`src/rtl/render_scheduler.sv`:
```
// Per-frame render sequencer: optional screen clear, then each client's draw in fixed order.
// Only the active client's pixel stream is forwarded to the single VGA plot port.
module render_scheduler #(
  parameter int unsigned NUM_CLIENTS = 3,
  parameter int unsigned SCREEN_X    = 640,
  parameter int unsigned SCREEN_Y    = 480,
  parameter int unsigned WAIT_MAX    = 4095,
  localparam int unsigned XW         = $clog2(SCREEN_X) + 1,
  localparam int unsigned YW         = $clog2(SCREEN_Y) + 1
) (
  input  logic                      clk,
  input  logic                      reset,
  input  logic                      frame_tick,
  input  logic                      score_event,
  output logic [NUM_CLIENTS-1:0]    cl_start,
  input  logic [NUM_CLIENTS-1:0]    cl_done,
  input  logic [NUM_CLIENTS*XW-1:0] cl_x,
  input  logic [NUM_CLIENTS*YW-1:0] cl_y,
  input  logic [NUM_CLIENTS*3-1:0]  cl_col,
  output logic                      blk_start,
  input  logic                      blk_done,
  input  logic [XW-1:0]             blk_x,
  input  logic [YW-1:0]             blk_y,
  output logic [XW-1:0]             vga_x,
  output logic [YW-1:0]             vga_y,
  output logic [2:0]                vga_col,
  output logic                      vga_plot,
  output logic                      busy,
  output logic [7:0]                overrun_cnt,
  output logic                      timeout_flag
);

  localparam int unsigned IW = (NUM_CLIENTS > 1) ? $clog2(NUM_CLIENTS) : 1;
  localparam int unsigned CW = $clog2(WAIT_MAX + 1);

  localparam logic [2:0] S_IDLE      = 3'd0;
  localparam logic [2:0] S_BLK_START = 3'd1;
  localparam logic [2:0] S_BLK_WAIT  = 3'd2;
  localparam logic [2:0] S_CL_START  = 3'd3;
  localparam logic [2:0] S_CL_WAIT   = 3'd4;

  logic [2:0]             state_q, state_d;
  logic [IW-1:0]          idx_q, idx_d;
  logic [CW-1:0]          cnt_q, cnt_d;
  logic                   pend_blk_q, pend_blk_d;
  logic                   timeout_q, timeout_d;
  logic [7:0]             overrun_q, overrun_d;
  logic                   blk_start_q, blk_start_d;
  logic [NUM_CLIENTS-1:0] cl_start_q, cl_start_d;
  logic [XW-1:0]          vga_x_q, vga_x_d;
  logic [YW-1:0]          vga_y_q, vga_y_d;
  logic [2:0]             vga_col_q, vga_col_d;
  logic                   vga_plot_q, vga_plot_d;

  logic [XW-1:0] sel_x;
  logic [YW-1:0] sel_y;
  logic [2:0]    sel_col;
  logic          sel_done;
  logic          cnt_max;

  // Select the pixel stream and done line of the client currently being served.
  always_comb begin
    sel_x    = '0;
    sel_y    = '0;
    sel_col  = '0;
    sel_done = 1'b0;
    for (int i = 0; i < NUM_CLIENTS; i++) begin
      if (idx_q == IW'(i)) begin
        sel_x    = cl_x[i*XW +: XW];
        sel_y    = cl_y[i*YW +: YW];
        sel_col  = cl_col[i*3 +: 3];
        sel_done = cl_done[i];
      end
    end
  end

  assign cnt_max = (cnt_q == CW'(WAIT_MAX));

  // Next-state, plot path and bookkeeping.
  always_comb begin
    state_d    = state_q;
    idx_d      = idx_q;
    cnt_d      = cnt_q;
    pend_blk_d = pend_blk_q;
    timeout_d  = timeout_q;
    overrun_d  = overrun_q;
    vga_x_d    = '0;
    vga_y_d    = '0;
    vga_col_d  = 3'b000;
    vga_plot_d = 1'b0;

    case (state_q)
      S_IDLE: begin
        if (frame_tick) begin
          idx_d   = '0;
          state_d = pend_blk_q ? S_BLK_START : S_CL_START;
        end
      end
      S_BLK_START: begin
        state_d    = S_BLK_WAIT;
        cnt_d      = '0;
        pend_blk_d = 1'b0;
      end
      S_BLK_WAIT: begin
        if (blk_done || cnt_max) begin
          state_d = S_CL_START;
          idx_d   = '0;
          if (!blk_done) timeout_d = 1'b1;
        end else begin
          cnt_d      = cnt_q + CW'(1);
          vga_x_d    = blk_x;
          vga_y_d    = blk_y;
          vga_plot_d = 1'b1;
        end
      end
      S_CL_START: begin
        state_d = S_CL_WAIT;
        cnt_d   = '0;
      end
      S_CL_WAIT: begin
        if (sel_done || cnt_max) begin
          if (!sel_done) timeout_d = 1'b1;
          if (idx_q < IW'(NUM_CLIENTS - 1)) begin
            idx_d   = idx_q + IW'(1);
            state_d = S_CL_START;
          end else begin
            state_d = S_IDLE;
          end
        end else begin
          cnt_d      = cnt_q + CW'(1);
          vga_x_d    = sel_x;
          vga_y_d    = sel_y;
          vga_col_d  = sel_col;
          vga_plot_d = 1'b1;
        end
      end
      default: state_d = S_IDLE;
    endcase

    // A score event always wins, even against the clear that is starting now.
    if (score_event) pend_blk_d = 1'b1;

    if (frame_tick && (state_q != S_IDLE) && (overrun_q != 8'hFF))
      overrun_d = overrun_q + 8'd1;

    blk_start_d = (state_d == S_BLK_START);
    cl_start_d  = (state_d == S_CL_START) ? (NUM_CLIENTS'(1) << idx_d) : '0;
  end

  always_ff @(posedge clk) begin
    if (reset) begin
      state_q     <= S_IDLE;
      idx_q       <= '0;
      cnt_q       <= '0;
      pend_blk_q  <= 1'b1;
      timeout_q   <= 1'b0;
      overrun_q   <= '0;
      blk_start_q <= 1'b0;
      cl_start_q  <= '0;
      vga_x_q     <= '0;
      vga_y_q     <= '0;
      vga_col_q   <= '0;
      vga_plot_q  <= 1'b0;
    end else begin
      state_q     <= state_d;
      idx_q       <= idx_d;
      cnt_q       <= cnt_d;
      pend_blk_q  <= pend_blk_d;
      timeout_q   <= timeout_d;
      overrun_q   <= overrun_d;
      blk_start_q <= blk_start_d;
      cl_start_q  <= cl_start_d;
      vga_x_q     <= vga_x_d;
      vga_y_q     <= vga_y_d;
      vga_col_q   <= vga_col_d;
      vga_plot_q  <= vga_plot_d;
    end
  end

  assign blk_start    = blk_start_q;
  assign cl_start     = cl_start_q;
  assign vga_x        = vga_x_q;
  assign vga_y        = vga_y_q;
  assign vga_col      = vga_col_q;
  assign vga_plot     = vga_plot_q;
  assign busy         = (state_q != S_IDLE);
  assign overrun_cnt  = overrun_q;
  assign timeout_flag = timeout_q;

endmodule
```
`config.mk`:
```
export PLATFORM = sky130hd
export DESIGN_NAME = render_scheduler
export DESIGN_NICKNAME = d
export VERILOG_FILES = /design/src/rtl/render_scheduler.sv
export SDC_FILE = /design/constraint.sdc
export NUM_CORES = 1
export LEC_CHECK = 0
export ABC_AREA = 1
export BUFFER_PORTS_ARGS = -buffer_cell sky130_fd_sc_hd__buf_2
export CAP_MARGIN = 20
export CORE_MARGIN = 2
export CORE_UTILIZATION = 43
export DETAILED_ROUTE_END_ITERATION = 6
export PLACE_DENSITY = 0.82
export SLEW_MARGIN = 20
export SYNTH_ARGS = -nofsm -noshare
export SYNTH_HDL_FRONTEND = slang
export SYNTH_SLANG_ARGS = --single-unit
```
`constraint.sdc`:
```
create_clock -name clk -period 3.25 [get_ports clk]
set_input_delay 0.65 -clock clk [delete_from_list [all_inputs] [get_ports clk]]
set_output_delay 0.65 -clock clk [all_outputs]
set_load 0.02 [all_outputs]
```
Word-level counts from Yosys, hierarchy flattened. Cells that the tools add are included.

$add $sub $neg: 3. Order comparisons: 1. Equal/unequal tests: 16. Shift-type cells: 1. Muxes and demuxes: 40. Bitwise gates (word level): 2. Reductions and logical operators: 15.

Operators by type and width (number): $mux W11 (5); $mux W10 (5); $pmux W12 S3 (1); $mux W12 (2); $pmux W11 S2 (1); $pmux W10 S2 (1); $mux W3 (6); $pmux W3 S5 (1); $add A12 B1 Y12 const B (1); $eq A12 B12 Y1 const B (1); $mux W2 (6); $ne A2 B2 Y1 const B (6); $eq A3 B2 Y1 const B (3); $mux W1 (9); $add A8 B1 Y8 const B (1); $ne A8 B8 Y1 const B (1); $eq A3 B1 Y1 const B (2); $pmux W2 S3 (1); $reduce_bool A3 Y1 (2); $reduce_or A2 Y1 (3); $reduce_and A5 Y1 (1); $pmux W1 S2 (2); $eq A3 B3 Y1 const B (1); $logic_not A3 Y1 (1); 12 further kinds (15).

Register bits: 56. Input bits: 101. Word-level logic and storage cells: 90.

Depth between registers and ports, before layout. Gate-level depths: netlist (run 1).

Depth after elaboration: 10. Depth in mapped cells: 14. Depth with buffers taken out: 13.

Least setup slack after synthesis (run 1). OpenSTA, ideal clock, no wires.

Kind: register -> register. Start point: register idx_q[1]. End point: register cnt_q[2]. Arrival time: 1631 ps. Path slack: 1504 ps. Cell stages (with the launch flop): 13. Buffers on the path: 2. Clock period less this slack: 1746 ps. Cell sequence: dfxtp_1 -> inv_1 -> ha_1 -> buf_2 -> a21oi_1 -> nand2_1 -> nand2_2 -> nand2_4 -> nand2_4 -> nand3_4 -> buf_6 -> o21ai_1 -> nor2_1.

Longest elaborated chain between the ends: 7.

Ends and longest elaborated chain: from (decl) (RTL line 43) `logic [IW-1:0] idx_q, idx_d;`; from (signal assigned) (RTL line 166) `idx_q <= idx_d;`; $logic_not A2 Y1 (RTL line 68) `if (idx_q == IW'(i)) begin`; $mux W1 (2 in a row) (RTL line 68); $mux W1 * (RTL line 68); $logic_or A1 B1 Y1 * (RTL line 121) `if (sel_done || cnt_max) begin`; $ne A2 B2 Y1 (no source line) *; $reduce_and A3 Y1 (no source line) *; to (signal assigned) (RTL line 167) `cnt_q <= cnt_d;`; to (decl) (RTL line 44) `logic [CW-1:0] cnt_q, cnt_d;`.

Every way passes the cells marked *; elsewhere a longest branch is shown, timed or not. A chain may end at the register's enable or synchronous reset.

Worst setup path after layout (run 1).
Start point: register idx_q[0]. End point: register cnt_q[5].

The elaborated chain is that of the path after synthesis.

==> summary.md, run 1 <==
| Metric | Value |
|---|---|
| Main combinational cell family by area after synthesis | simple AND/OR/NAND/NOR gates |
| Max Freq | 417 MHz |
| Post-CTS Hold Fix Bufs | 0 |
| Placed insts | 638 |
| Core area | 6760 um^2 |
| Area delta synth->final | 27.1% |
| Crit-path max cell delay | 0.54 ns |
| Clk_lat worst skew | 0.31 ns |
| Crit path cell chain | inv_1, ha_1, inv_1, or2_1, nand2_2, nand2_4, nand2_4, nand3_4, inv_2, nand3_1, nand2_1, nor2_1 |
| P per Cell Area | 383 nW/um^2 |
| Synth warn | 0 |
| Origin of the critical flop-to-flop path | idx_q[0] |
| Relative slew slack | 38.8% |
| Starting Density | 44.4% |
| Skew final | 0.0100 ns |
| Total CTS buffers | 5 |
| Period Utilization, post-route | 73.9% |
| Via count | 3356 |
| First-pass DRT Iterations | 5 |
| Slowest stage cell on the critical path | ha_1 |
| Port Buffers | 139 |
| Post-Synth Adder-Cell Area | 2.50% |
| Pwr Total | 1.46 mW |
| Min-delay src | timeout_flag |
| CP startpoint | idx_q[0] |
| Register area share after synthesis | 37.3% |
| Nets@finish | 672 |
| Post-Synth XOR/XNOR Area | 2.33% |
| Final min period | 2.40 ns |
| Worst Setup Start Kind | register |
| Io pins | 140 |
| Share of layout cells above drive strength 1 | 30.7% |
| Post-CTS sizing | 0 |
| Met3 usage | 4.43% |
| Post-synthesis mux area share | 0% |
| GPL Wtd Cong | 0.888 |
| Grt total ovfl | 0 |
| CTS Sinks | 56 |
| Maximum vdd drop | 0.196 mV |
| Mapped Nets | 542 |
| Die Wd | 87.6 um |
| M1 GR Usage | 22.8% |
| Total Routing Usage GR | 21.3% |
| RSZ-0062 raised after global routing | false |
| Leakage | 1.74 nW |
| Final non-filler cell total | 646 |
| Gate Count Post-Synth | 435 |
| Final ANT Viol Nets | 0 |
| Syn Std Cell Area | 3000 um^2 |
| Setup CP Type | register to register |
| Post-DR wirelength/cell | 13.2 um |
| H-tree level count | 2 |
| Max-Cap Viols | 0 |
| Rows | 30 |
| Final Hold Fails | 0 |
| DRC | 0 |
| Finished Core Util | 56.5% |
| CP Capture Type | register |
| Cell variety after synth | 33 |
| Total Neg Setup Slack | 0 ns |
| Fillers | 650 |
| Antenna violations before repair | 0 |
| CTS tree | done |
| ANT cells | 0 |
| Iter 0 DRT Violations | 162 |
| CTS Buffer Depth | 2 |
| Setup bufs post-CTS | 0 |
| Die area | 7670 um^2 |
| Die Y | 87.6 um |
| Simple-Gate Fraction of Synth Area | 30.6% |
| Required time of the critical path | 3.46 ns |
| Clock Pin Slew Worst Setup and Hold Paths | 0.10 ns |
| First-pass GRT wire length | 13.1 mm |
| Hold Path Class | register to register |
| Clock Root Buffer | clkbuf_8 |
| Number of synthesized register bits | 56 |
| Via/cell ratio | 5.20 |
| GRT busiest layer | met2 |
| Slew Viols, Final | 0 |
| Most common cell after layout, fill and taps aside | buf_2 |
| DP HPWL | 6.70 mm |
| Synth Area in Compound Gates | 19.7% |
| Grt met2 use | 40.0% |
| Crit path DAT | 2.61 ns |
| Critical path fanouts, max | 18 |
| Status | finished, final reports clean |
| Mean area per synthesized cell | 6.90 um^2 |
| Worst Tran Pin Value | 0.916 ns |
| Number of global-route vias before repair | 3164 |
| Commonest non-fill, non-tap cells in the layout | buf_2, nand2_1, dfxtp_1 |
| # setup viols final | 0 |
| Pin count of the biggest net entering global routing | 31 |
| Final WL | 8.53 mm |
==> synth_stat cells (all sizes together) <==
| master | number | share of area (%) |
|---|---|---|
| buf | 11 | 2.2 |
| clkbuf | 8 | 1.0 |
| a21oi | 45 | 7.6 |
| nand2 | 131 | 17 |
| a22oi | 21 | 5.3 |
| nand3 | 15 | 3.8 |
| nand4 | 4 | 0.83 |
| inv | 32 | 4.0 |
| dfxtp | 56 | 37 |
| nor2 | 47 | 6.7 |
| o21ai | 32 | 5.5 |
| ha | 6 | 2.5 |
| o21bai | 1 | 0.25 |
| a221oi | 3 | 0.88 |
| xnor2 | 3 | 0.88 |
| xor2 | 5 | 1.5 |
| nand3b | 1 | 0.25 |
| o22ai | 1 | 0.21 |
| or2 | 1 | 0.21 |
| nor3 | 9 | 1.5 |
| clkinv | 3 | 0.38 |
==> critical path, delay by kind of cell, from the launching register on <==
family        cells  cell delay, ns
buf+inv           3            0.49
fa+ha+maj         1            0.54
flops             1            0.35
simple gates      8            0.90
==> state kept, by name, summed over array words and instances (netlist names) <==
| name | cells |
|---|---|
| vga_plot | 1 |
| blk_start | 1 |
| vga_col | 3 |
| idx_q | 2 |
| state_q | 3 |
| cnt_q | 12 |
| vga_x | 11 |
| timeout_flag | 1 |
| cl_start | 3 |
| pend_blk_q | 1 |
| overrun_cnt | 8 |
| vga_y | 10 |
==> path summary, 6_finish.rpt <==
kind | cells after the start | slack (ns) | endpoint
worst max-delay path | 12 | 0.85 | cnt_q[5]
worst min-delay path | 2 | 0.46 | timeout_flag
worst max register to register | 12 | 0.85 | cnt_q[5]
worst min register to register | 2 | 0.46 | timeout_flag
==> through the flow <==
step	hold WS (ns)	instance area, um^2	worst slack [ns]
floorplan	0.436	3000	1.50
global placement	0.451	3720	1.01
detailed placement	0.448	3720	0.892
CTS	0.463	3820	0.860
global route	0.505	3820	0.594
finish	0.459	3820	0.850
==> power breakdown <==
part / switching (mW) / internal [mW] / leakage (nW)
registers: 0.0222 / 0.711 / 0.453
logic: 0.207 / 0.120 / 1.24
clock network: 0.231 / 0.171 / 0.0510
total: 0.460 / 1.00 / 1.74
==> area by class of cell <==
class	instances	area, um^2	share of cell area (%)
Tap cell	80	100	2.62
Inverter	35	131	3.44
Timing Repair Buffer	142	718	18.8
Clock buffer	6	82.6	2.16
Clock inverter	2	10.0	0.262
Multi-Input combinational cell	325	1650	43.3
Sequential cell	56	1120	29.4
==> cells by family (layout without fill, tap and decap cells) <==
group                      after synthesis  count (layout)
buffers and inverters                   54             185
xor gates and xnor gates                 8               8
adders and majority gates                6               6
AOI/OAI and AO/OA                      103             103
DFF                                     56              56
and+or+nand+nor                        208             208
==> layer usage <==
metal	routed length, um	up-vias
li1	-	1690
met1	3320	1510
met2	4350	133
met3	624	23
met4	234	0
met5	0	-
Note: power is estimated with default switching activity, not from simulation.
==> run 2: changes to the inputs <==
==> constraint.sdc (replaced) <==
create_clock -name clk -period 2.4 [get_ports clk]
set_input_delay 0.48 -clock clk [delete_from_list [all_inputs] [get_ports clk]]
set_output_delay 0.48 -clock clk [all_outputs]
set_load 0.02 [all_outputs]
==> run 2 against run 1 <==
Design area up 0.79%. Register-to-register slack got worse by 0.45 ns. Critical path type unchanged. Die area did not move. Sequential share of layout area decreased by 0.23 points. Largest cell class unchanged.
==> summary.md, run 2 (synthesis gave the netlist of run 1 again) <==
| Metric | Value |
|---|---|
| Placed inst area | 3740 um^2 |
| Fillers | 620 |
| Origin of the critical flop-to-flop path | idx_q[1] |
| Skew final | 0.00968 ns |
| Reg-to-reg slack, setup | 0.40 ns |
| Leakage | 1.76 nW |
| Total CTS buffers | 5 |
| Antenna violations before repair | 0 |
| Worst Setup Start Kind | register |
| First-pass GRT wire length | 12.9 mm |
| Die Y | 87.6 um |
| Starting Density | 44.4% |
| Clock Pin Slew Worst Setup and Hold Paths | 0.10 ns |
| Final min period | 2.00 ns |
| Maximum vdd drop | 0.306 mV |
| Required time of the critical path | 2.63 ns |
| Max Freq | 499 MHz |
| P per Cell Area | 534 nW/um^2 |
| Post-DR wirelength/cell | 13.0 um |
| Clock Root Buffer | clkbuf_8 |
| Area delta synth->final | 28.1% |
| First-pass DRT Iterations | 5 |
| Reg2reg end | vga_col[2] |
| Most common cell after layout, fill and taps aside | buf_2 |
| Iter 0 DRT Violations | 160 |
| CP startpoint | idx_q[1] |
| Sequential cell area | 1120 um^2 |
| Final WL | 8.41 mm |
| # setup viols final | 0 |
| Number of global-route vias before repair | 3008 |
| Final ANT Viol Nets | 0 |
| Grt total ovfl | 0 |
| Critical path fanouts, max | 22 |
| Port Buffers | 139 |
| Via count | 3301 |
| Via/cell ratio | 5.09 |
| ANT cells | 0 |
| CTS tree | done |
| Reg with most FFs | cnt_q |
| Cell area after layout | 3850 um^2 |
| Worst Tran Pin Value | 0.376 ns |
| Post-CTS Hold Fix Bufs | 0 |
| Final Hold Fails | 0 |
| Rows | 30 |
| Commonest non-fill, non-tap cells in the layout | buf_2, nand2_1, dfxtp_1 |
| Die Wd | 87.6 um |
| Relative slew slack | 74.9% |
| Status | finished, final reports clean |
| RSZ-0062 raised after global routing | false |
| Crit path DAT | 2.24 ns |
| DP HPWL | 6.59 mm |
| Pin count of the biggest net entering global routing | 46 |
| DRC | 0 |
| Total Neg Setup Slack | 0 ns |
| R2R depth | 9 |
| Max-Cap Viols | 0 |
| GPL Wtd Cong | 0.839 |
| Io pins | 140 |
| CP endpoint | vga_col[2] |
| Setup bufs post-CTS | 0 |
| CTS Buffer Depth | 2 |
| Multi-input logic area | 1650 um^2 |
| Nets@finish | 674 |
| Hold Path Class | primary input to register |
| Clk_lat worst skew | 0.32 ns |
| Total Routing Usage GR | 20.9% |
| Setup CP Type | register to register |
| Slew Viols, Final | 0 |
| CP Capture Type | register |
| Post-CTS sizing | 0 |
| Die area | 7670 um^2 |
| H-tree level count | 2 |
| CTS Sinks | 56 |
| Core area | 6760 um^2 |
| Period Utilization, post-route | 83.5% |
| Share of layout cells above drive strength 1 | 30.8% |
| Largest register FFs | 12 |
## run 2: worst min-delay path by stage
stage                             from            to  slack, ns  depth (start not counted)
after floorplan             pend_blk_q    pend_blk_q       0.44                          2
after CTS                  score_event    pend_blk_q       0.33                          3
after global placement    timeout_flag  timeout_flag       0.44                          2
after global routing       score_event    pend_blk_q       0.35                          3
final                      score_event    pend_blk_q       0.34                          3
after detailed placement  timeout_flag  timeout_flag       0.44                          2
## run 2: power by group
part,switching [mW],internal (mW)
sequential,0.0292,0.962
clock,0.309,0.310
combinational,0.277,0.165
total,0.615,1.44
## run 2: area by class of cell
class                   count  share of cell area, %
repair buffers            144                   19.1
well taps                  80                   2.60
multi-input cells         325                   43.0
flip-flops and latches     56                   29.1
clock inverters             2                  0.911
inverters                  35                   3.42
clock buffers               6                   1.89
## run 2: metrics by stage
stage	hold WS, ns	util [%]	worst slack [ns]	power [mW]	std cells
after detailed placement	0.441	55.3	0.418	1.45	640
after CTS	0.330	56.9	0.386	2.07	648
after global routing	0.349	56.9	0.141	2.15	648
after floorplan	0.436	-	0.654	1.29	435
final	0.337	56.9	0.395	2.05	648
after global placement	0.437	55.3	0.537	1.44	640
## run 2: critical path, cell delays in order, from the launching register on
cell     delay [ns]
dfxtp_1        0.44
inv_1          0.13
ha_1           0.25
a21oi_1        0.15
nand2_1        0.07
nand2_2        0.11
nand3_2        0.12
inv_2          0.31
nand2_1        0.17
nor3_1         0.18
## run 2: per-layer routing
| metal | part of all wire, % | track usage [%] |
|---|---|---|
| met3 | 6.9 | 4.15 |
| met2 | 53 | 41.1 |
| met5 | 0 | 0 |
| met1 | 39 | 22.1 |
| met4 | 1.4 | 6.29 |
==> run 3: changes to the inputs <==
--- a/config.mk
+++ b/config.mk
@@ -5,13 +5,13 @@
 export SDC_FILE = /design/constraint.sdc
 export NUM_CORES = 1
 export LEC_CHECK = 0
-export ABC_AREA = 1
+export ABC_AREA = 0
 export BUFFER_PORTS_ARGS = -buffer_cell sky130_fd_sc_hd__buf_2
 export CAP_MARGIN = 20
 export CORE_MARGIN = 2
-export CORE_UTILIZATION = 43
+export CORE_UTILIZATION = 42
 export DETAILED_ROUTE_END_ITERATION = 6
-export PLACE_DENSITY = 0.82
+export PLACE_DENSITY = 0.83
 export SLEW_MARGIN = 20
 export SYNTH_ARGS = -nofsm -noshare
 export SYNTH_HDL_FRONTEND = slang
==> constraint.sdc (replaced) <==
create_clock -name clk -period 1.8 [get_ports clk]
set_input_delay 0.36 -clock clk [delete_from_list [all_inputs] [get_ports clk]]
set_output_delay 0.36 -clock clk [all_outputs]
set_load 0.02 [all_outputs]
==> run 3 against run 2 <==
The run now ends with negative setup slack left. Wire length is 36% higher. Synthesized cell count fell by 14%. Hold slack worse by 0.098 ns. Count of clock-buffer cells in the layout did not move. Critical endpoint is now cl_start[0].
==> summary.md, run 3 <==
| Metric | Value |
|---|---|
| Crit path DAT | 2.17 ns |
| Status | complete, but fails checks |
| Final min period | 1.95 ns |
| Most common cell in the synthesized netlist | dfxtp_1 |
| CTS Buffer Depth | 2 |
| Starting Density | 43.8% |
| Worst Tran Pin Value | 0.535 ns |
| Slew Viols, Final | 0 |
| GPL Wtd Cong | 0.944 |
| PnR worst setup slack | -0.149 ns |
| P per Cell Area | 582 nW/um^2 |
| Die area | 7850 um^2 |
| Met2 wire length | 5.83 mm |
| Post-synth EDFFs | 0 |
| Register area share after synthesis | 37.3% |
| RSZ-0062 raised after global routing | true |
| Crit-path max cell delay | 0.39 ns |
| Io pins | 140 |
| Leakage | 2.04 nW |
| Via count | 3766 |
| Clk_lat worst skew | 0.32 ns |
| Syn Std Cell Area | 3010 um^2 |
| Met3 wire length | 916 um |
| Total Routing Usage GR | 24.7% |
| Number of synthesized register bits | 56 |
| CP Capture Type | register |
| Clock Pin Slew Worst Setup and Hold Paths | 0.10 ns |
| Post-synth top flop | dfxtp_1 |
| Synth warn | 0 |
| Iter 0 DRT Violations | 230 |
| Final ANT Viol Nets | 0 |
| Commonest non-fill, non-tap cells in the layout | buf_2, buf_4, dfxtp_1 |
| Grt total ovfl | 0 |
| Min-delay src | score_event |
| CTS Sinks | 56 |
| Total Neg Setup Slack | -1.31 ns |
| Reg with most FFs | cnt_q |
| Core area | 6870 um^2 |
| Die Y | 88.6 um |
| Skew final | 0.0174 ns |
| Hold Path Class | primary input to register |
| Metal-1 WL | 4.31 mm |
| First-pass DRT Iterations | 5 |
| ANT cells | 0 |
| Nets@finish | 666 |
| Violated checks | negative setup slack |
| Period Utilization, post-route | 108% |
| Crit path cell chain | inv_4, ha_4, nand3b_1, a21o_1, buf_6, a211o_2, o211ai_2, and3b_1 |
| Cell variety after synth | 48 |
| Required time of the critical path | 2.02 ns |
| Setup CP Type | register to register |
| Post-synth top area share | 37.3% |
| CP startpoint | idx_q[1] |
| Maximum vdd drop | 0.450 mV |
| Post-DR wirelength/cell | 17.5 um |
| Max Used Layer | met4 |
| Area delta synth->final | 56.1% |
| Critical path fanouts, max | 4 |
| Final Hold Fails | 0 |
| Die Wd | 88.6 um |
| Total CTS buffers | 5 |
| DP HPWL | 7.32 mm |
| Synth area leader | dfxtp_1 |
| Via/cell ratio | 5.75 |
| CTS tree | done |
| Relative slew slack | 64.0% |
| Pin count of the biggest net entering global routing | 49 |
| # setup viols final | 33 |
| Gate Count Post-Synth | 373 |
| Slowest stage cell on the critical path | dfxtp_4 |
| Pre-CTS setup slack | -0.159 ns |
| DRC | 0 |
| Pwr Total | 2.73 mW |
| Worst Setup Start Kind | register |
| First-pass GRT wire length | 15.2 mm |
| Post-CTS Hold Fix Bufs | 0 |
| Cell area after layout | 4690 um^2 |
| H-tree level count | 2 |
| Placed inst area | 4200 um^2 |
| Mapped Nets | 480 |
| Share of layout cells above drive strength 1 | 49.7% |
| Origin of the critical flop-to-flop path | idx_q[1] |
| Largest register FFs | 12 |
| Most common cell after layout, fill and taps aside | buf_2 |
| Synth top cells by count | dfxtp_1, a22oi_1, nand2_1, nor2_1, o21ai_0 |
| Final WL | 11.5 mm |
| Max Freq | 513 MHz |
| Antenna violations before repair | 0 |
| Clock Root Buffer | clkbuf_8 |
| Fin Hold WS | 0.240 ns |
| Number of global-route vias before repair | 3270 |
| Max-Cap Viols | 0 |
| Top cells by area, synth | dfxtp_1, a22oi_1, nand2_1 |
| FFs w/ async S/R, synth | 0% |
| Rows | 30 |
| Mean area per synthesized cell | 8.06 um^2 |
| Port Buffers | 139 |
==> run 3: path summary, 6_finish.rpt <==
kind         slack (ns)           to  cells after the start
min                0.24   pend_blk_q                      2
min reg2reg        0.48   pend_blk_q                      1
max               -0.15  cl_start[0]                      8
max reg2reg       -0.15  cl_start[0]                      8
==> run 3: cells by family (layout without fill, tap and decap cells) <==
family          Yosys count  in the layout  share of synthesized area [%]
xor+xnor                  7              7                           2.04
simple gates            149            149                           24.2
mux                      10             10                           3.33
buf+inv                  34            220                           4.95
fa+ha+maj                 6              6                           2.50
compound gates          111            111                           25.7
flops                    56             56                           37.3
==> run 3: per-stage QoR <==
step | instances | utilization, %
after global placement | 631 | 61.1
after global routing | 655 | 68.3
after floorplan | 373 | -
after CTS | 638 | 63.5
after detailed placement | 631 | 61.1
final | 655 | 68.3
==> run 3: critical path: cells and delay by family, from the launching register on <==
family,cells,cell delay [ns]
adder cells (fa/ha/maj),1,0.17
buffers and inverters,2,0.20
AO/OA/AOI/OAI,3,0.68
AND/OR/NAND/NOR,2,0.40
flip-flops,1,0.39
==> run 3: repair_timing <==
action / 4_1_cts / 5_1_grt
gates resized for setup: 14 / 43
pin swaps: 1 / 14
buffers inserted: 0 / 17
endpoints found under the setup margin: 38 / 46
cloned: 0 / 0
==> run 3: per-layer routing <==
layer  track usage [%]  up-vias
li1                  -     1714
met3              5.22       40
met1              28.3     1790
met5                 0        -
met4              9.92        0
met2              44.8      222
==> run 3: layout make-up <==
cell class              instances  area (um^2)
inverters                       7         28.8
clock buffers                   6         82.6
well taps                      96          120
clock inverters                 1         8.76
multi-input cells             283         2040
fillers                       519         2180
flip-flops and latches         56         1140
repair buffers                206         1270
==> run 3: power breakdown <==
group	switching, mW	internal (mW)	total [mW]	leakage (nW)
clock network	0.429	0.309	0.738	0.0473
logic	0.372	0.340	0.711	1.53
registers	0.0172	1.27	1.28	0.458
total	0.818	1.91	2.73	2.04
